==> src/rtl/axil_to_apb_pkg.sv <==
// rtl/axil_to_apb_pkg.sv - shared state encoding and response codes for the AXI-Lite to APB bridge
package axil_to_apb_pkg;

    typedef enum logic [1:0] {
        IDLE   = 2'd0,
        SETUP  = 2'd1,
        ACCESS = 2'd2,
        RESP   = 2'd3
    } state_t;

    localparam logic [1:0] RESP_OKAY   = 2'b00;
    localparam logic [1:0] RESP_SLVERR = 2'b10;

endpackage

==> src/rtl/axil_to_apb_resp_buf.sv <==
// rtl/axil_to_apb_resp_buf.sv - one-entry B/R response holding register, freed by the matching ready
module axil_to_apb_resp_buf #(
    parameter int DW = 32
) (
    input  logic          clk,
    input  logic          rst_n,
    input  logic          load,
    input  logic          load_write,
    input  logic [1:0]    load_resp,
    input  logic [DW-1:0] load_data,
    input  logic          b_ready,
    input  logic          r_ready,
    output logic          b_valid,
    output logic          r_valid,
    output logic [1:0]    resp,
    output logic [DW-1:0] data
);

    always_ff @(posedge clk or negedge rst_n) begin
        if (!rst_n) begin
            b_valid <= 1'b0;
            r_valid <= 1'b0;
            resp    <= 2'b00;
            data    <= '0;
        end else if (load) begin
            b_valid <= load_write;
            r_valid <= !load_write;
            resp    <= load_resp;
            data    <= load_data;
        end else if ((b_valid && b_ready) || (r_valid && r_ready)) begin
            b_valid <= 1'b0;
            r_valid <= 1'b0;
        end
    end

endmodule

==> src/rtl/axil_to_apb.sv <==
// rtl/axil_to_apb.sv - AXI4-Lite slave to APB master bridge; AXIL_TO_APB_ASSERT_EN enables protocol assertions
module axil_to_apb
    import axil_to_apb_pkg::*;
#(
    parameter int C_AXI_ADDR_WIDTH        = 32,
    parameter int C_AXI_DATA_WIDTH        = 32,
    parameter bit OPT_OUTGOING_SKIDBUFFER = 1'b0
) (
    input  logic                          S_AXI_ACLK,
    input  logic                          S_AXI_ARESETN,
    input  logic                          S_AXI_AWVALID,
    output logic                          S_AXI_AWREADY,
    input  logic [C_AXI_ADDR_WIDTH-1:0]   S_AXI_AWADDR,
    input  logic [2:0]                    S_AXI_AWPROT,
    input  logic                          S_AXI_WVALID,
    output logic                          S_AXI_WREADY,
    input  logic [C_AXI_DATA_WIDTH-1:0]   S_AXI_WDATA,
    input  logic [C_AXI_DATA_WIDTH/8-1:0] S_AXI_WSTRB,
    output logic                          S_AXI_BVALID,
    input  logic                          S_AXI_BREADY,
    output logic [1:0]                    S_AXI_BRESP,
    input  logic                          S_AXI_ARVALID,
    output logic                          S_AXI_ARREADY,
    input  logic [C_AXI_ADDR_WIDTH-1:0]   S_AXI_ARADDR,
    input  logic [2:0]                    S_AXI_ARPROT,
    output logic                          S_AXI_RVALID,
    input  logic                          S_AXI_RREADY,
    output logic [C_AXI_DATA_WIDTH-1:0]   S_AXI_RDATA,
    output logic [1:0]                    S_AXI_RRESP,
    output logic [C_AXI_ADDR_WIDTH-1:0]   M_APB_PADDR,
    output logic [2:0]                    M_APB_PPROT,
    output logic                          M_APB_PSEL,
    output logic                          M_APB_PENABLE,
    output logic                          M_APB_PWRITE,
    output logic [C_AXI_DATA_WIDTH-1:0]   M_APB_PWDATA,
    output logic [C_AXI_DATA_WIDTH/8-1:0] M_APB_PWSTRB,
    input  logic                          M_APB_PREADY,
    input  logic [C_AXI_DATA_WIDTH-1:0]   M_APB_PRDATA,
    input  logic                          M_APB_PSLVERR
);

    localparam int AW = C_AXI_ADDR_WIDTH;
    localparam int DW = C_AXI_DATA_WIDTH;
    localparam int SW = DW / 8;
    localparam logic [AW-1:0] ADDR_MASK = ~AW'(SW - 1);

    state_t        state, state_next;
    logic          last_write;
    logic          wr_ok, rd_ok, pick_read;
    logic          can_accept, accept_rd, accept_wr;
    logic          done;
    logic          buf_b_valid, buf_r_valid;
    logic [1:0]    buf_resp;
    logic [DW-1:0] buf_data;
    logic          out_valid, out_hs;
    logic [1:0]    done_resp;
    logic [DW-1:0] done_data;

    assign wr_ok     = S_AXI_AWVALID && S_AXI_WVALID;
    assign rd_ok     = S_AXI_ARVALID;
    // last_write high means a write was served last, so a read now has priority
    assign pick_read = rd_ok && (!wr_ok || last_write);

    assign out_valid  = buf_b_valid || buf_r_valid;
    assign out_hs     = (buf_b_valid && S_AXI_BREADY) || (buf_r_valid && S_AXI_RREADY);
    assign can_accept = S_AXI_ARESETN && (state == IDLE) && (!out_valid || out_hs);
    assign accept_rd  = can_accept && pick_read;
    assign accept_wr  = can_accept && wr_ok && !pick_read;

    assign S_AXI_ARREADY = accept_rd;
    assign S_AXI_AWREADY = accept_wr;
    assign S_AXI_WREADY  = accept_wr;

    assign M_APB_PSEL    = (state == SETUP) || (state == ACCESS);
    assign M_APB_PENABLE = (state == ACCESS);

    assign done      = (state == ACCESS) && M_APB_PREADY;
    assign done_resp = M_APB_PSLVERR ? RESP_SLVERR : RESP_OKAY;
    assign done_data = M_APB_PWRITE ? '0 : M_APB_PRDATA;

    always_ff @(posedge S_AXI_ACLK or negedge S_AXI_ARESETN) begin
        if (!S_AXI_ARESETN) begin
            state <= IDLE;
        end else begin
            state <= state_next;
        end
    end

    always_comb begin
        state_next = state;
        case (state)
            IDLE:    if (accept_rd || accept_wr) state_next = SETUP;
            SETUP:   state_next = ACCESS;
            ACCESS:  if (M_APB_PREADY) state_next = OPT_OUTGOING_SKIDBUFFER ? IDLE : RESP;
            RESP:    if (out_hs) state_next = IDLE;
            default: state_next = IDLE;
        endcase
    end

    // request fields only change on acceptance, so they hold through SETUP and ACCESS
    always_ff @(posedge S_AXI_ACLK or negedge S_AXI_ARESETN) begin
        if (!S_AXI_ARESETN) begin
            last_write    <= 1'b1;
            M_APB_PADDR   <= '0;
            M_APB_PPROT   <= 3'b000;
            M_APB_PWRITE  <= 1'b0;
            M_APB_PWDATA  <= '0;
            M_APB_PWSTRB  <= '0;
        end else if (accept_rd) begin
            last_write    <= 1'b0;
            M_APB_PADDR   <= S_AXI_ARADDR & ADDR_MASK;
            M_APB_PPROT   <= S_AXI_ARPROT;
            M_APB_PWRITE  <= 1'b0;
            M_APB_PWDATA  <= '0;
            M_APB_PWSTRB  <= '0;
        end else if (accept_wr) begin
            last_write    <= 1'b1;
            M_APB_PADDR   <= S_AXI_AWADDR & ADDR_MASK;
            M_APB_PPROT   <= S_AXI_AWPROT;
            M_APB_PWRITE  <= 1'b1;
            M_APB_PWDATA  <= S_AXI_WDATA;
            M_APB_PWSTRB  <= S_AXI_WSTRB;
        end
    end

    generate
        if (OPT_OUTGOING_SKIDBUFFER) begin : g_skid
            axil_to_apb_resp_buf #(.DW(DW)) u_resp_buf (
                .clk        (S_AXI_ACLK),
                .rst_n      (S_AXI_ARESETN),
                .load       (done),
                .load_write (M_APB_PWRITE),
                .load_resp  (done_resp),
                .load_data  (done_data),
                .b_ready    (S_AXI_BREADY),
                .r_ready    (S_AXI_RREADY),
                .b_valid    (buf_b_valid),
                .r_valid    (buf_r_valid),
                .resp       (buf_resp),
                .data       (buf_data)
            );
        end else begin : g_direct
            // the FSM parks in RESP, so this register is always empty when ACCESS completes
            always_ff @(posedge S_AXI_ACLK or negedge S_AXI_ARESETN) begin
                if (!S_AXI_ARESETN) begin
                    buf_b_valid <= 1'b0;
                    buf_r_valid <= 1'b0;
                    buf_resp    <= 2'b00;
                    buf_data    <= '0;
                end else if (done) begin
                    buf_b_valid <= M_APB_PWRITE;
                    buf_r_valid <= !M_APB_PWRITE;
                    buf_resp    <= done_resp;
                    buf_data    <= done_data;
                end else if (out_hs) begin
                    buf_b_valid <= 1'b0;
                    buf_r_valid <= 1'b0;
                end
            end
        end
    endgenerate

    assign S_AXI_BVALID = buf_b_valid;
    assign S_AXI_RVALID = buf_r_valid;
    assign S_AXI_BRESP  = buf_resp;
    assign S_AXI_RRESP  = buf_resp;
    assign S_AXI_RDATA  = buf_data;

`ifdef AXIL_TO_APB_ASSERT_EN
    a_penable_psel: assert property (@(posedge S_AXI_ACLK) disable iff (!S_AXI_ARESETN)
        M_APB_PENABLE |-> M_APB_PSEL)
        else $error("axil_to_apb: PENABLE without PSEL");
    a_req_stable: assert property (@(posedge S_AXI_ACLK) disable iff (!S_AXI_ARESETN)
        (state == ACCESS) |-> $stable({M_APB_PADDR, M_APB_PPROT, M_APB_PWRITE, M_APB_PWDATA, M_APB_PWSTRB}))
        else $error("axil_to_apb: APB request changed during transfer");
    a_one_valid: assert property (@(posedge S_AXI_ACLK) disable iff (!S_AXI_ARESETN)
        !(S_AXI_BVALID && S_AXI_RVALID))
        else $error("axil_to_apb: BVALID and RVALID both high");
    a_b_hold: assert property (@(posedge S_AXI_ACLK) disable iff (!S_AXI_ARESETN)
        (S_AXI_BVALID && !S_AXI_BREADY) |=> (S_AXI_BVALID && $stable(S_AXI_BRESP)))
        else $error("axil_to_apb: B payload not held");
    a_r_hold: assert property (@(posedge S_AXI_ACLK) disable iff (!S_AXI_ARESETN)
        (S_AXI_RVALID && !S_AXI_RREADY) |=> (S_AXI_RVALID && $stable({S_AXI_RRESP, S_AXI_RDATA})))
        else $error("axil_to_apb: R payload not held");
`endif

endmodule

==> config.mk <==
export PLATFORM = sky130hd
export DESIGN_NAME = axil_to_apb
export DESIGN_NICKNAME = d
export VERILOG_FILES = /design/src/rtl/axil_to_apb_pkg.sv /design/src/rtl/axil_to_apb_resp_buf.sv /design/src/rtl/axil_to_apb.sv
export SDC_FILE = /design/constraint.sdc
export NUM_CORES = 1
export LEC_CHECK = 0
export ABC_AREA = 1
export CAP_MARGIN = 20
export CELL_PAD_IN_SITES_DETAIL_PLACEMENT = 1
export CELL_PAD_IN_SITES_GLOBAL_PLACEMENT = 1
export CORE_MARGIN = 3
export CORE_UTILIZATION = 44
export DETAILED_ROUTE_END_ITERATION = 7
export DONT_BUFFER_PORTS = 1
export PLACE_DENSITY = 0.79
export SLEW_MARGIN = 20
export SYNTH_ARGS = -nofsm -noshare
export SYNTH_HDL_FRONTEND = slang
export SYNTH_SLANG_ARGS = --single-unit
==> constraint.sdc <==
create_clock -name S_AXI_ACLK -period 2.1 [get_ports S_AXI_ACLK]
set_input_delay 0.42 -clock S_AXI_ACLK [delete_from_list [all_inputs] [get_ports S_AXI_ACLK]]
set_output_delay 0.42 -clock S_AXI_ACLK [all_outputs]
set_load 0.03 [all_outputs]
==> flow_summary.json, run 1 <==
{
  "outcome": "finished, violations left",
  "violations": "negative hold slack",
  "yosys_warnings": 0,
  "htree_levels": 3,
  "track_usage": 0.2218,
  "synth_fa_ha_area_frac": 0.01074,
  "timing.rr.end": "M_APB_PWSTRB[1]",
  "syn_to_final_growth_pct": 7.515,
  "ir_worst_vdd_v": 0.0006743,
  "layout.nets": 680,
  "initial_utilization": 0.4641,
  "io_pins": 262,
  "cts_sinks": 108,
  "ant_nets": 0,
  "path_max_fanout": 17,
  "antenna_found_initial": 0,
  "fin_hold_ws_ns": -0.2639,
  "synth_area_um2": 4662,
  "insertion_delay_ns": 0.37,
  "worstPathRequired_ns": 1.68,
  "period_minus_slack_ns": 1.975,
  "drtPass1Iterations": 4,
  "max_slew_margin": 0.6140,
  "rsz0062_at_grt": "false",
  "drive_gt1_frac": 0.08427,
  "worst_pin_slew_ns": 0.5790,
  "fillers": 1184,
  "synthCells": 536,
  "avgSynthCellArea_um2": 8.698,
  "dp_hpwl_mm": 9.373,
  "min_period_over_period": 0.9403,
  "fin_skew_ns": 0.01161,
  "grt_max_degree": 110,
  "p_leak_nw": 2.564,
  "grt_pass1_wl_mm": 20.29,
  "io_buffers": 0,
  "end_kind": "output port",
  "fin_cells": 667,
  "critPathLaunchType": "register",
  "drv_cap": 0,
  "fin_util": 0.4990,
  "multi_input_area_um2": 1673,
  "ys_ff_latch": 108,
  "gp_congestion": 0.7605,
  "ys_seq_area_frac": 0.5800,
  "postRouteWirelength_mm": 13.64,
  "cts-root-buf": "clkbuf_8",
  "place_inst": 645,
  "post-route-cell-area_um2": 5012,
  "post_drt_wl_per_cell_um": 20.44,
  "vias": 3655,
  "synth_compound_area_frac": 0.04214,
  "dieHeight_um": 108.9,
  "grt_pass1_vias": 3914,
  "reg2reg_from": "state[0]",
  "routed_via_density": 5.480,
  "cts_tree": "built",
  "fin_tns_setup_ns": 0,
  "hold_viol": 108,
  "finalSetupViolCount": 0,
  "power_density_nw_per_um2": 1752,
  "slew_violations": 0,
  "reg2reg_setup_slack_ns": 0.31,
  "hold_class": "in2async",
  "total_power_mw": 8.783,
  "synth.mux.area_fraction": 0,
  "die_w_um": 108.9,
  "drtIter0Drc": 265,
  "fmax_ghz": 0.5064,
  "critical_path_class": "reg2out",
  "synth.distinct_cells": 21,
  "coreArea_um2": 10040,
  "dieArea_um2": 11870,
  "cts_inserted_buffers": 9,
  "gr-total-overflow": 0,
  "synth_top_family_by_area": "simple AND/OR/NAND/NOR gates",
  "rows": 36,
  "n_antenna_cell": 0,
  "clockBufferDepth": 2,
  "setup_slack_ns": 0.1254,
  "seqCellArea_um2": 2704,
  "path_clk_slew_ns": 0.10,
  "reg2reg_depth": 8,
  "pre_cts_ws_ns": 0.2537,
  "drc": 0,
  "synth-simple-area-share": 0.3022,
  "worstPathArrival_ns": 1.55,
  "placed_area_um2": 4710,
  "synthXorXnorAreaFrac": 0
}
-- state kept, by name (all words and copies together), names as in the netlist --
name and count:
M_APB_PADDR 30, M_APB_PPROT 3, M_APB_PWDATA 32, M_APB_PWRITE 1, M_APB_PWSTRB 4, S_AXI_BRESP 1
S_AXI_BVALID 1, S_AXI_RDATA 32, S_AXI_RVALID 1, last_write 1, state 2
-- report_power, final --
group / switching [mW] / internal [mW]
clock network: 0.691 / 0.498
registers: 2.55 / 2.99
logic: 1.27 / 0.782
total: 4.51 / 4.27
-- cells in the final DEF (no fill, tap or decap) --
cell type / netlist / final
a21oi_2: 1 / 1
buf_12: 0 / 1
buf_4: 16 / 15
bufbuf_16: 0 / 3
clkbuf_1: 5 / 3
clkbuf_8: 0 / 11
clkinv_2: 0 / 1
clkinvlp_4: 0 / 1
conb_1: 1 / 4
dfrtp_1: 107 / 107
dfstp_2: 1 / 1
ha_1: 4 / 4
inv_1: 13 / 10
inv_2: 2 / 3
inv_4: 0 / 1
inv_6: 0 / 1
nand2_1: 219 / 218
nand2_2: 0 / 1
nand3_1: 105 / 105
nand3_2: 1 / 1
nand3_4: 2 / 2
nor2_1: 1 / 1
nor2_2: 1 / 1
o21ai_0: 35 / 35
o22ai_1: 2 / 2
or2_2: 1 / 1
-- worst max-delay path, stage by stage (launching register included) --
cell and delay (ns):
dfrtp_1 0.42, inv_2 0.08, ha_1 0.17, nand2_1 0.07, inv_2 0.10, nand3_4 0.11, inv_4 0.24
-- logic make-up (layout without fill, tap and decap cells) --
group,count (synthesis),after routing
DFF,108,108
AOI/OAI and AO/OA,38,38
buffers and inverters,55,50
other,1,4
and+or+nand+nor,330,330
adders and majority gates,4,4
-- routing by layer --
layer	wire length, um	vias to the layer above	GRT usage
li1	-	1694	-
met5	0	-	0
met3	1259	17	0.06335
met2	7008	152	0.3921
met1	5138	1792	0.2524
met4	229	0	0.08566
-- layout make-up --
class                           instances  area share
Tap cell                              133     0.03320
Multi-Input combinational cell        376      0.3337
Clock inverter                          2    0.002496
Inverter                               15     0.01273
Clock buffer                           14     0.03245
Sequential cell                       108      0.5394
Timing Repair Buffer                   19     0.04593
-- synthesized netlist by cell type --
cell type / n / area, um2
nand2_1: 219 / 822.0
dfrtp_1: 107 / 2678
nand3_1: 105 / 525.5
o21ai_0: 35 / 175.2
buf_4: 16 / 120.1
buf_2: 14 / 70.07
inv_1: 13 / 48.80
clkbuf_1: 5 / 18.77
ha_1: 4 / 50.05
buf_1: 3 / 11.26
buf_6: 2 / 22.52
inv_2: 2 / 7.510
nand3_4: 2 / 35.03
o22ai_1: 2 / 12.51
a21oi_2: 1 / 8.760
conb_1: 1 / 3.750
dfstp_2: 1 / 26.28
nand3_2: 1 / 10.01
nor2_1: 1 / 3.750
nor2_2: 1 / 6.260
or2_2: 1 / 6.260
-- worst max-delay path by stage --
stage          startpoint               to  slack, ns  cells after the start
2_1_floorplan    state[0]     S_AXI_WREADY       0.24                      8
3_3_place_gp     state[0]  M_APB_PADDR[13]       0.32                      9
3_5_place_dp     state[0]  M_APB_PADDR[13]       0.25                      9
4_1_cts          state[0]     S_AXI_WREADY       0.02                      7
5_1_grt          state[0]    S_AXI_ARREADY     0.0006                      6
6_report         state[0]    S_AXI_ARREADY       0.13                      6
-- timing repair --
item / in CTS / in global routing
gates resized for setup: 3 / 3
endpoints found under the hold margin: 108 / 108
endpoints found under the setup margin: 3 / 3
cloned: 3 / 0
setup buffers: 0 / 3
No activity file was read; power rests on OpenSTA's default activity.
==> run 2, diff against run 1 <==
- CORE_ASPECT_RATIO: not set -> 1.25
==> run 2 against run 1 <==
Effect of this change:
- the flow still finishes with violations (negative hold slack)
- hold slack gained 0.033 ns
- global-route usage is essentially flat
- cell count down 1.5%
- worst setup slack improved by 0.0096 ns
- flip-flop and latch count did not move
- sequential share of layout area is 0.86 points lower
- largest power group unchanged
- highest routed layer unchanged
==> flow_summary.json, run 2 (same netlist as run 1, synthesis figures left out) <==
{
  "track_usage": 0.2215,
  "period_minus_slack_ns": 1.965,
  "drv_cap": 0,
  "vias": 3642,
  "ir_worst_vdd_v": 0.0008584,
  "routed.top_layer": "met4",
  "dp_hpwl_mm": 9.464,
  "drtIter0Drc": 161,
  "critical_path_class": "reg2out",
  "fmax_ghz": 0.5089,
  "grt_pass1_vias": 4034,
  "gr-total-overflow": 0,
  "clockBufferDepth": 2,
  "total_power_mw": 9.255,
  "io_pins": 262,
  "cts_inserted_buffers": 9,
  "violations": "negative hold slack",
  "worstPathRequired_ns": 1.68,
  "placed_area_um2": 4727,
  "htree_levels": 3,
  "pre_cts_ws_ns": 0.1577,
  "dieHeight_um": 121.1,
  "n_antenna_cell": 0,
  "drc": 0,
  "antenna_found_initial": 0,
  "grt_pass1_wl_mm": 20.85,
  "syn_to_final_growth_pct": 9.259,
  "fin_skew_ns": 0.007394,
  "slew_violations": 0,
  "layout.nets": 675,
  "gp_congestion": 0.7688,
  "io_buffers": 0,
  "cts_tree": "built",
  "fin_tns_setup_ns": 0,
  "final_common_cell": "nand2_1",
  "most-common-layout-cells": "nand2_1, dfrtp_1, nand3_1",
  "path_clk_slew_ns": 0.07,
  "setup_slack_ns": 0.1350,
  "hold_viol": 108,
  "worstPathArrival_ns": 1.54,
  "die_w_um": 98.07,
  "cts-root-buf": "clkbuf_16",
  "worst_pin_slew_ns": 0.5686,
  "end_kind": "output port",
  "insertion_delay_ns": 0.34,
  "power_density_nw_per_um2": 1817,
  "hold_class": "in2async",
  "dieArea_um2": 11870,
  "fin_hold_ws_ns": -0.2311,
  "rows": 41,
  "finalSetupViolCount": 0,
  "postRouteWirelength_mm": 13.37,
  "ant_nets": 0,
  "grt_max_degree": 110,
  "post_drt_wl_per_cell_um": 20.36,
  "coreArea_um2": 10210,
  "cts_sinks": 108,
  "routed_via_density": 5.543,
  "drt-met1-wl_mm": 4.697,
  "outcome": "finished, violations left",
  "critPathLaunchType": "register",
  "rsz0062_at_grt": "false",
  "path_max_fanout": 10,
  "initial_utilization": 0.4567,
  "max_slew_margin": 0.6209,
  "dr_wl_met3_mm": 1.320,
  "met2_length_mm": 7.110,
  "post-route-cell-area_um2": 5094,
  "p_leak_nw": 2.602,
  "drtPass1Iterations": 4,
  "min_period_over_period": 0.9357,
  "drive_gt1_frac": 0.07008
}
[run 2: timing repair]
item / 4_1_cts / 5_1_grt
gates resized for setup: 1 / 4
buffers inserted: 1 / 0
pin swaps: 1 / 0
endpoints found under the hold margin: 108 / 108
endpoints found under the setup margin: 2 / 59
gates cloned: 2 / 0
[run 2: cell type report]
type	instances	area [um2]
Clock inverter	2	35.03
Multi-Input combinational cell	376	1673
Sequential cell	108	2704
Inverter	15	61.31
Fill cell	1198	5115
Clock buffer	13	250.2
Timing Repair Buffer	14	209.0
Tap cell	129	161.4
[run 2: power breakdown]
part           total (mW)  switching (mW)  leakage [nW]  internal [mW]
registers            5.56            2.56          1.39           3.00
logic                2.02            1.25          1.07          0.777
clock network        1.67           0.718         0.140          0.951
total                9.25            4.53          2.60           4.73
[run 2: per-layer routing]
metal	up-vias	GRT usage
met1	1768	0.2433
met2	169	0.3935
li1	1688	-
met4	0	0.07532
met5	-	0
met3	17	0.08108
[run 2: final timing paths]
path	end	startpoint	depth (start not counted)	slack, ns
min	M_APB_PWSTRB[2]	S_AXI_ARESETN	0	-0.23
max reg2reg	M_APB_PADDR[24]	state[1]	9	0.24
max in group asynchronous	last_write	S_AXI_ARESETN	0	2.13
min reg2reg	state[0]	state[0]	2	0.52
min in group S_AXI_ACLK	S_AXI_BRESP[1]	M_APB_PSLVERR	2	0.19
max	S_AXI_AWREADY	state[0]	7	0.14
[run 2: through the flow]
step | utilization | std cells
floorplan | - | 539
CTS | 0.4983 | 657
finish | 0.4990 | 657
global placement | 0.4630 | 639
global route | 0.4990 | 657
detailed placement | 0.4630 | 639
[run 2: worst max-delay path, stage by stage, from the launching register on]
cell and delay (ns):
dfrtp_1 0.40, inv_1 0.11, ha_1 0.18, nand2_1 0.06, inv_2 0.10, nand3_4 0.08
inv_4 0.09, buf_12 0.17
==> run 3, diff against run 2 <==
--- a/config.mk
+++ b/config.mk
@@ -7,4 +7,5 @@
 export LEC_CHECK = 0
 export ABC_AREA = 1
+export BUFFER_PORTS_ARGS = -buffer_cell sky130_fd_sc_hd__buf_2
 export CAP_MARGIN = 20
 export CELL_PAD_IN_SITES_DETAIL_PLACEMENT = 1
@@ -12,8 +13,7 @@
 export CORE_ASPECT_RATIO = 1.25
 export CORE_MARGIN = 3
-export CORE_UTILIZATION = 44
+export CORE_UTILIZATION = 31
 export DETAILED_ROUTE_END_ITERATION = 7
-export DONT_BUFFER_PORTS = 1
-export PLACE_DENSITY = 0.79
+export PLACE_DENSITY = 0.8
 export SLEW_MARGIN = 20
 export SYNTH_ARGS = -nofsm -noshare
==> constraint.sdc (replaced) <==
create_clock -name S_AXI_ACLK -period 2.1 [get_ports S_AXI_ACLK]
set_input_delay 0.21 -clock S_AXI_ACLK [delete_from_list [all_inputs] [get_ports S_AXI_ACLK]]
set_output_delay 0.21 -clock S_AXI_ACLK [all_outputs]
set_load 0.03 [all_outputs]
==> run 3 against run 2 <==
Effect of this change:
- the flow now finishes without violations
- global-route usage shrank 3.8 points
- power grew 9.0%
- sequential power shrank 37%
- critical path depth is the same
- design area grew 25%
- register-to-register slack gained 0.13 ns
- hold slack gained 0.29 ns
- die area grew 39%
- clock-buffer cell count shrank 1
- core utilization shrank 6.2 points
- critical path type unchanged
- largest power group is now combinational logic
==> flow_summary.json, run 3 (same netlist as run 1, synthesis figures left out) <==
{
  "outcome": "finished clean",
  "drv_cap": 0,
  "hold_viol": 0,
  "drive_gt1_frac": 0.3692,
  "rows": 49,
  "post_drt_wl_per_cell_um": 15.97,
  "cp_top_family": "buffers and inverters",
  "hold_class": "in2reg",
  "io_pins": 262,
  "p_int_mw": 5.296,
  "pwr-share-clk": 0.158,
  "rsz0062_at_grt": "false",
  "cts-root-buf": "clkbuf_16",
  "power_density_nw_per_um2": 1589,
  "max_slew_margin": 0.5466,
  "grt_max_degree": 109,
  "period_minus_slack_ns": 1.967,
  "critPathBufInv": 4,
  "final_common_cell": "buf_2",
  "layout.nets": 926,
  "place_inst": 941,
  "cp_slowest_stage_delay_ns": 0.43,
  "worst_pin_slew_ns": 0.6801,
  "slew_violations": 0,
  "grt_pass1_vias": 4666,
  "cts_sinks": 108,
  "htree_levels": 3,
  "postRouteWirelength_mm": 15.33,
  "p_leak_nw": 3.649,
  "min_period_over_period": 0.9366,
  "track_usage": 0.1833,
  "post-route-cell-area_um2": 6349,
  "critPathLaunchType": "register",
  "most-common-layout-cells": "buf_2, nand2_1, dfrtp_1",
  "worstPathRequired_ns": 1.89,
  "end_kind": "output port",
  "initial_utilization": 0.3208,
  "vias": 4474,
  "cpMaxStageDelayCell": "dfrtp_1",
  "finalSetupViolCount": 0,
  "dieArea_um2": 16560,
  "fmax_ghz": 0.5084,
  "insertion_delay_ns": 0.35,
  "cts_tree": "built",
  "critical_path_class": "reg2out",
  "pwr-share-seq": 0.348,
  "ir_worst_vdd_v": 0.0005223,
  "antenna_found_initial": 0,
  "fin_hold_ws_ns": 0.05957,
  "syn_to_final_growth_pct": 36.18,
  "drtPass1Iterations": 4,
  "drc": 0,
  "die_w_um": 115.7,
  "fillers": 1865,
  "fin_skew_ns": 0.009850,
  "fin_util": 0.4369,
  "path_max_fanout": 12,
  "crit_top_cell": "inv_1",
  "dieHeight_um": 143.1,
  "worstPathArrival_ns": 1.76,
  "path_cells": "inv_1, ha_1, nand2_1, inv_1, nand3_4, inv_4, buf_2",
  "ant_nets": 0,
  "fin_cells": 960,
  "share_comb_of_total_power": 0.494,
  "io_buffers": 253,
  "gp_congestion": 0.7745,
  "switching_share": 0.4751,
  "grt_pass1_wl_mm": 24.07,
  "coreArea_um2": 14530,
  "dp_hpwl_mm": 11.07,
  "fin_tns_setup_ns": 0,
  "gr-total-overflow": 0,
  "clockBufferDepth": 2,
  "cts_inserted_buffers": 9,
  "placed_area_um2": 6057,
  "p_sw_mw": 4.793,
  "routed_via_density": 4.660,
  "drtIter0Drc": 224,
  "path_clk_slew_ns": 0.07
}
run 3: cell count changes in the layout (fill, tap and decap cells not counted), sizes merged, moves of 2 or more:
cell,before,now
buf,12,263
bufbuf,2,0
clkinvlp,0,2
diode,0,2
run 3: area by class of cell:
cell class              instances  area [um2]  area share
well taps                     178       222.7     0.03508
clock buffers                  12       246.5     0.03883
repair buffers                265        1414      0.2227
inverters                      15       58.81    0.009263
clock inverters                 4       25.02    0.003942
diodes                          2       5.005   0.0007883
flip-flops and latches        108        2704      0.4259
multi-input cells             376        1673      0.2635
run 3: worst paths after layout:
kind | start | endpoint | cells after the start | slack [ns]
setup / recovery | state[1] | S_AXI_WREADY | 7 | 0.13
hold / removal | S_AXI_WSTRB[3] | M_APB_PWSTRB[3] | 3 | 0.06
setup reg to reg | state[1] | M_APB_PPROT[1] | 9 | 0.37
hold reg to reg | S_AXI_RDATA[22] | S_AXI_RDATA[22] | 2 | 0.48
max in group asynchronous | S_AXI_ARESETN | M_APB_PWDATA[6] | 3 | 1.03
min in group asynchronous | S_AXI_ARESETN | S_AXI_RDATA[3] | 3 | 0.50
run 3: metal layers:
layer / track usage / vias to the layer above / share of wire
li1: - / 2193 / -
met1: 0.2251 / 2107 / 0.40
met2: 0.3116 / 140 / 0.52
met3: 0.02713 / 34 / 0.046
met4: 0.09285 / 0 / 0.037
met5: 0 / - / 0
run 3: through the flow:
step / worst slack, ns / power, mW
2_1_floorplan: 0.4544 / 6.921
3_3_place_gp: 0.3584 / 8.466
3_5_place_dp: 0.3094 / 8.608
4_1_cts: 0.02217 / 10.25
5_1_grt: 0.02402 / 10.81
6_report: 0.1332 / 10.09
run 3: power by group through the flow:
stage               registers, mW  logic (mW)  clock network [mW]
floorplan                    5.34        1.58                   0
global placement             3.50        4.97                   0
detailed placement           3.54        5.07                   0
CTS                          3.52        5.07                1.66
global route                 3.64        5.44                1.74
finish                       3.51        4.98                1.59
run 3: worst reg2reg max path, cell delays in order, from the launching register on:
cell     delay, ns
dfrtp_1       0.43
inv_1         0.10
ha_1          0.17
nand2_1       0.07
inv_1         0.15
nand3_4       0.12
inv_4         0.15
buf_12        0.25
nand2_1       0.13
nand3_1       0.10
run 3: timing repair:
item                                    CTS  global route
gates resized for setup                   0             3
endpoints found under the hold margin    63             0
endpoints found under the setup margin    0             2
buffers inserted                          0             0
hold buffers                              1             0
